===== src/rtl/spi_slave_mlf.sv =====
// SPI slave: oversamples SCK/MOSI/CS_n in the i_clk domain and exchanges bytes in any SPI mode.
// Optional `SPI_SLAVE_MLF_LSB_FIRST_EN` switches both directions to LSB-first.
module spi_slave_mlf #(
  parameter int SPI_MODE = 3
) (
  input  logic       i_clk,
  input  logic       i_rst_n,
  input  logic [7:0] i_TX_byte,
  input  logic       i_TX_DV,
  output logic       o_TX_ready,
  output logic       o_RX_DV,
  output logic [7:0] o_RX_byte,
  input  logic       i_SPI_clk,
  input  logic       i_SPI_MOSI,
  input  logic       i_SPI_CS_n,
  output logic       o_SPI_MISO,
  output logic       o_SPI_MISO_oe
);

`ifdef SPI_SLAVE_MLF_LSB_FIRST_EN
  localparam bit LSB_FIRST = 1'b1;
`else
  localparam bit LSB_FIRST = 1'b0;
`endif

  localparam bit CPOL        = SPI_MODE[1];
  localparam bit CPHA        = SPI_MODE[0];
  // Modes 0 and 3 sample on the rising SCK edge, modes 1 and 2 on the falling one.
  localparam bit SAMPLE_RISE = (CPOL == CPHA);

  typedef enum logic {IDLE, ACTIVE} state_t;

  logic [2:0] sck_q;
  logic [1:0] mosi_q;
  logic [1:0] csn_q;
  state_t     state;
  logic [2:0] cnt;
  logic [7:0] rx_sr;
  logic [7:0] tx_sr;
  logic [7:0] hold;
  logic       hold_full;

  logic       rise, fall, sample_edge, shift_edge, cs_act, byte_start;
  logic [7:0] rx_nxt, start_val;

  function automatic logic tx_bit(input logic [7:0] v);
    return LSB_FIRST ? v[0] : v[7];
  endfunction

  function automatic logic [7:0] tx_adv(input logic [7:0] v);
    return LSB_FIRST ? {1'b0, v[7:1]} : {v[6:0], 1'b0};
  endfunction

  always_ff @(posedge i_clk or negedge i_rst_n) begin
    if (!i_rst_n) begin
      sck_q  <= '0;
      mosi_q <= '0;
      csn_q  <= 2'b11;
    end else begin
      sck_q  <= {sck_q[1:0], i_SPI_clk};
      mosi_q <= {mosi_q[0], i_SPI_MOSI};
      csn_q  <= {csn_q[0], i_SPI_CS_n};
    end
  end

  assign rise        = sck_q[1] & ~sck_q[2];
  assign fall        = ~sck_q[1] & sck_q[2];
  assign sample_edge = SAMPLE_RISE ? rise : fall;
  assign shift_edge  = SAMPLE_RISE ? fall : rise;
  assign cs_act      = ~csn_q[1];
  assign rx_nxt      = LSB_FIRST ? {mosi_q[1], rx_sr[7:1]} : {rx_sr[6:0], mosi_q[1]};
  assign start_val   = hold_full ? hold : 8'h00;
  assign byte_start  = cs_act && ((state == IDLE) ||
                                  (sample_edge && cnt == 3'd7));
  assign o_TX_ready  = ~hold_full;

  always_ff @(posedge i_clk or negedge i_rst_n) begin
    if (!i_rst_n) begin
      state         <= IDLE;
      cnt           <= '0;
      rx_sr         <= '0;
      tx_sr         <= '0;
      hold          <= '0;
      hold_full     <= 1'b0;
      o_RX_DV       <= 1'b0;
      o_RX_byte     <= '0;
      o_SPI_MISO    <= 1'b0;
      o_SPI_MISO_oe <= 1'b0;
    end else begin
      o_RX_DV <= 1'b0;
      if (i_TX_DV && !hold_full) begin
        hold      <= i_TX_byte;
        hold_full <= 1'b1;
      end
      case (state)
        IDLE: begin
          if (cs_act) begin
            state         <= ACTIVE;
            o_SPI_MISO_oe <= 1'b1;
          end
        end
        ACTIVE: begin
          if (!cs_act) begin
            // Abort: partial byte and TX shift contents are dropped, holder kept.
            state         <= IDLE;
            o_SPI_MISO_oe <= 1'b0;
            o_SPI_MISO    <= 1'b0;
            cnt           <= '0;
            rx_sr         <= '0;
            tx_sr         <= '0;
          end else if (sample_edge) begin
            rx_sr <= rx_nxt;
            cnt   <= cnt + 3'd1;
            if (cnt == 3'd7) begin
              o_RX_byte <= rx_nxt;
              o_RX_DV   <= 1'b1;
            end
          end else if (shift_edge && (CPHA || cnt != 3'd0)) begin
            // CPHA=0 already presented the first bit at byte start, so the
            // trailing edge after the 8th sample must not advance the new byte.
            o_SPI_MISO <= tx_bit(tx_sr);
            tx_sr      <= tx_adv(tx_sr);
          end
        end
        default: state <= IDLE;
      endcase
      if (byte_start) begin
        if (CPHA) begin
          tx_sr <= start_val;
        end else begin
          tx_sr      <= tx_adv(start_val);
          o_SPI_MISO <= tx_bit(start_val);
        end
        if (hold_full) hold_full <= 1'b0;
      end
    end
  end

endmodule


===== config.mk =====
export PLATFORM = sky130hd
export DESIGN_NAME = spi_slave_mlf
export DESIGN_NICKNAME = d
export VERILOG_FILES = /design/src/rtl/spi_slave_mlf.sv
export SDC_FILE = /design/constraint.sdc
export NUM_CORES = 1
export LEC_CHECK = 0
export CORE_ASPECT_RATIO = 0.9
export CORE_UTILIZATION = 53
export DETAILED_ROUTE_END_ITERATION = 10
export GPL_TIMING_DRIVEN = 0
export PLACE_DENSITY = 0.78
export SLEW_MARGIN = 10
export SYNTH_ARGS = -nofsm -noshare
export SYNTH_HDL_FRONTEND = slang
export SYNTH_SLANG_ARGS = --single-unit

===== constraint.sdc =====
create_clock -name i_clk -period 2.1 [get_ports i_clk]
set_clock_uncertainty 0.2 [all_clocks]
set_input_delay 0.42 -clock i_clk [delete_from_list [all_inputs] [get_ports i_clk]]
set_output_delay 0.42 -clock i_clk [all_outputs]
set_load 0.05 [all_outputs]

==> flow_metrics.py <==
metrics = {
    "placement": {
        "place.gp.congestion": 0.737,
        "place_worst_setup_slack_ns": 0.00155,
        "dpl.hpwl_mm": 2.26,
        "numPortBuffers": 25,
        "post_dp_cell_area_um2": 2160,
    },
    "critical_path": {
        "reg2reg_depth": 5,
        "r2r-start": "cnt[0]$_DFFE_PN0P_",
        "worst-endpoint-arrival_ns": 1.44,
        "cp_num_buf_inv": 1,
        "required_ns": 1.48,
        "ff2ff_setup_slack_ns": 0.09,
        "start_kind": "register",
        "r2r-end": "o_RX_byte[7]$_DFFE_PN0P_",
        "slowest_delay_ns": 0.80,
        "cp-end-kind": "primary output",
        "slowest_stage": "clkdlybuf4s50_1",
        "crit_type": "reg -> out",
        "path_delay_family": "buffers and inverters",
        "crit_path_cell_trace": "clkdlybuf4s50_1",
        "crit_path_max_fanout": 2,
    },
    "synth": {
        "yosysTopAreaCell": "dfrtp_1",
        "synth_fp_nets": 152,
        "synth_area_um2": 1850,
        "ys_seq_area_share_pct": 62.5,
        "synth.top_cell.area_share_pct": 59.7,
        "synthesis.instances": 136,
        "syn_avg_cell_area_um2": 13.6,
        "ys_top_cells_by_area": "dfrtp_1, mux2_2, a22oi_1",
        "synth-seq-cells": 46,
        "yosys_warnings": 0,
        "synth.distinct_cells": 27,
    },
    "route": {
        "drt_wl_total_mm": 3.22,
        "drtIter0Drc": 53,
        "antenna_left": 0,
        "remaining_drc_errors": 0,
        "vias_per_cell": 5.71,
        "dr.pass1.iters": 4,
        "routedWlPerCell_um": 15.0,
        "vias": 1223,
    },
    "pwr": {
        "pwr-share-clk_pct": 28.0,
        "seqPwrFrac_pct": 58.2,
        "p_switching_uw": 458,
        "powerDensity_nw_per_um2": 794,
        "irDropWorstVdd_mv": 0.631,
        "leakage_nw": 1.06,
        "p_int_mw": 1.34,
        "switching_share_pct": 25.5,
        "p_comb_share_pct": 13.8,
    },
    "cells_and_area": {
        "layout_common_cells": "dfrtp_1, clkdlybuf4s50_1, a22oi_1, mux2_2, o2bb2ai_1",
        "final_util_pct": 71.2,
        "final_layout_size_suffix_gt1_share_pct": 20.3,
        "multiInputGateArea_um2": 644,
        "regArea_um2": 1150,
        "fin_area_um2": 2270,
        "diodes": 0,
        "layout_commonest_cell": "dfrtp_1",
        "final_nets": 187,
        "n_fill_cell": 232,
        "area_delta_synth_final_pct": 22.9,
    },
    "global_route": {
        "grt_max_degree": 28,
        "antenna_found_initial": 0,
        "grt_use_total_pct": 20.8,
        "grt_overflow": 0,
        "grt_pass1_vias": 1289,
        "grt_pass1_wl_mm": 5.77,
    },
    "cts": {
        "cts.sinks": 46,
        "numCtsBuffers": 5,
        "clk_pin_slew_ns": 0.08,
        "clock_path_buffers": 2,
        "clk_latency_ns": 0.29,
        "root_buffer": "clkbuf_8",
        "cts_tree": "done",
        "cts_max_level": 2,
    },
    "die": {
        "die_x_um": 64.2,
        "core_area_um2": 3190,
        "core.rowCount": 19,
        "dieHeight_um": 58.0,
        "dieArea_um2": 3720,
        "io_pins": 26,
        "start_util_pct": 57.9,
    },
    "status": {
        "status": "complete, no violations",
    },
    "min_path": {
        "min_to": "sck_q[1]$_DFF_PN0_",
        "min_from": "sck_q[0]$_DFF_PN0_",
        "hold_depth": 0,
        "worstHoldPathType": "reg -> reg",
    },
    "timing": {
        "period_share_pct": 98.1,
        "drv_slew": 0,
        "worst_pin_slew_ns": 0.507,
        "setup_viol": 0,
        "post-route-min-period_ns": 2.06,
        "fin_ws_ns": 0.0389,
        "fin_hold_ws_ns": 0.157,
        "max-slew-margin-rel_pct": 66.1,
        "rsz0062_at_grt": "no",
        "hold_viol": 0,
        "max_freq_mhz": 485,
    },
    "flow_run": {
        "maxCapViolCount": 0,
    },
}
layout make-up:
class                      instances  share of cell area, %
sequential                        46                   50.9
multi-input combinational         79                   28.4
timing repair buffer              28                   12.8
clock buffer                       8                   3.53
tap                               42                   2.32
buffer                             7                   1.43
inverter                           4                  0.662
worst max path at each step:
stage               cells past startpoint                       end                 startpoint  slack [ns]
CTS                                     1             o_SPI_MISO_oe  o_SPI_MISO_oe$_DFFE_PN0P_       0.005
global placement                        1  o_RX_byte[3]$_DFFE_PN0P_                    i_rst_n       -0.73
floorplan                               5  o_RX_byte[0]$_DFFE_PN0P_         cnt[0]$_DFFE_PN0P_        0.31
detailed placement                      4       hold[5]$_DFFE_PN0P_                    i_TX_DV       0.002
global route                            1              o_RX_byte[0]   o_RX_byte[0]$_DFFE_PN0P_       0.001
finish                                  1              o_RX_byte[1]   o_RX_byte[1]$_DFFE_PN0P_        0.04
through the flow:
stage	std cells	total power, mW	setup TNS [ns]
final	214	1.80	0
after global routing	214	1.89	0
after global placement	203	1.29	-32.88
after detailed placement	204	1.32	0
after CTS	213	1.81	0
after floorplan	136	1.21	0
power groups by stage:
stage                     sequential [mW]  clock [mW]  combinational, mW
after floorplan                      1.06           0              0.150
after global placement               1.06           0              0.235
after detailed placement             1.06           0              0.252
after CTS                            1.05       0.515              0.251
after global routing                 1.06       0.547              0.279
final                                1.05       0.504              0.249
synthesized netlist by cell type, drive strengths merged:
cell     count
a211oi       1
a21oi        7
a22o         1
a22oi       16
a31oi        1
and2         1
buf          2
clkbuf       5
dfrtp       44
dfstp        2
ha           2
inv          4
maj3         1
mux2        16
mux2i        1
nand2        3
nand2b       2
nand3b       1
nor2        10
nor2b        3
nor3         1
o21ai        2
o2bb2ai     10
routing by layer:
metal  track usage, %  part of all wire (%)  vias up
li1                 -                     -      561
met1             28.4                    47      635
met2             33.3                    49       23
met3             4.13                   3.1        4
met4             8.57                   1.1        0
met5                0                     0        -
sequential cells by signal, summed over array words and instances (netlist names), 2 cells and up:
register   count
hold           8
sck_q          3
o_RX_byte      8
rx_sr          7
tx_sr          8
cnt            3
mosi_q         2
csn_q          2
kinds of logic after synthesis:
group / Yosys count / share of synthesized area [%]
simple gates: 21 / 6.78
flops: 46 / 62.5
fa+ha+maj: 3 / 1.90
mux: 17 / 10.3
buf+inv: 11 / 2.58
compound gates: 38 / 15.9
timing repair:
item                                   CTS  global route
setup endpoints to repair                2            11
pin swaps                                0             1
setup buffers                            0             1
endpoints found under the hold margin   17             0
gates resized for setup                  2             4
hold buffers                             1             0
Note: power is estimated with default switching activity, not from simulation.
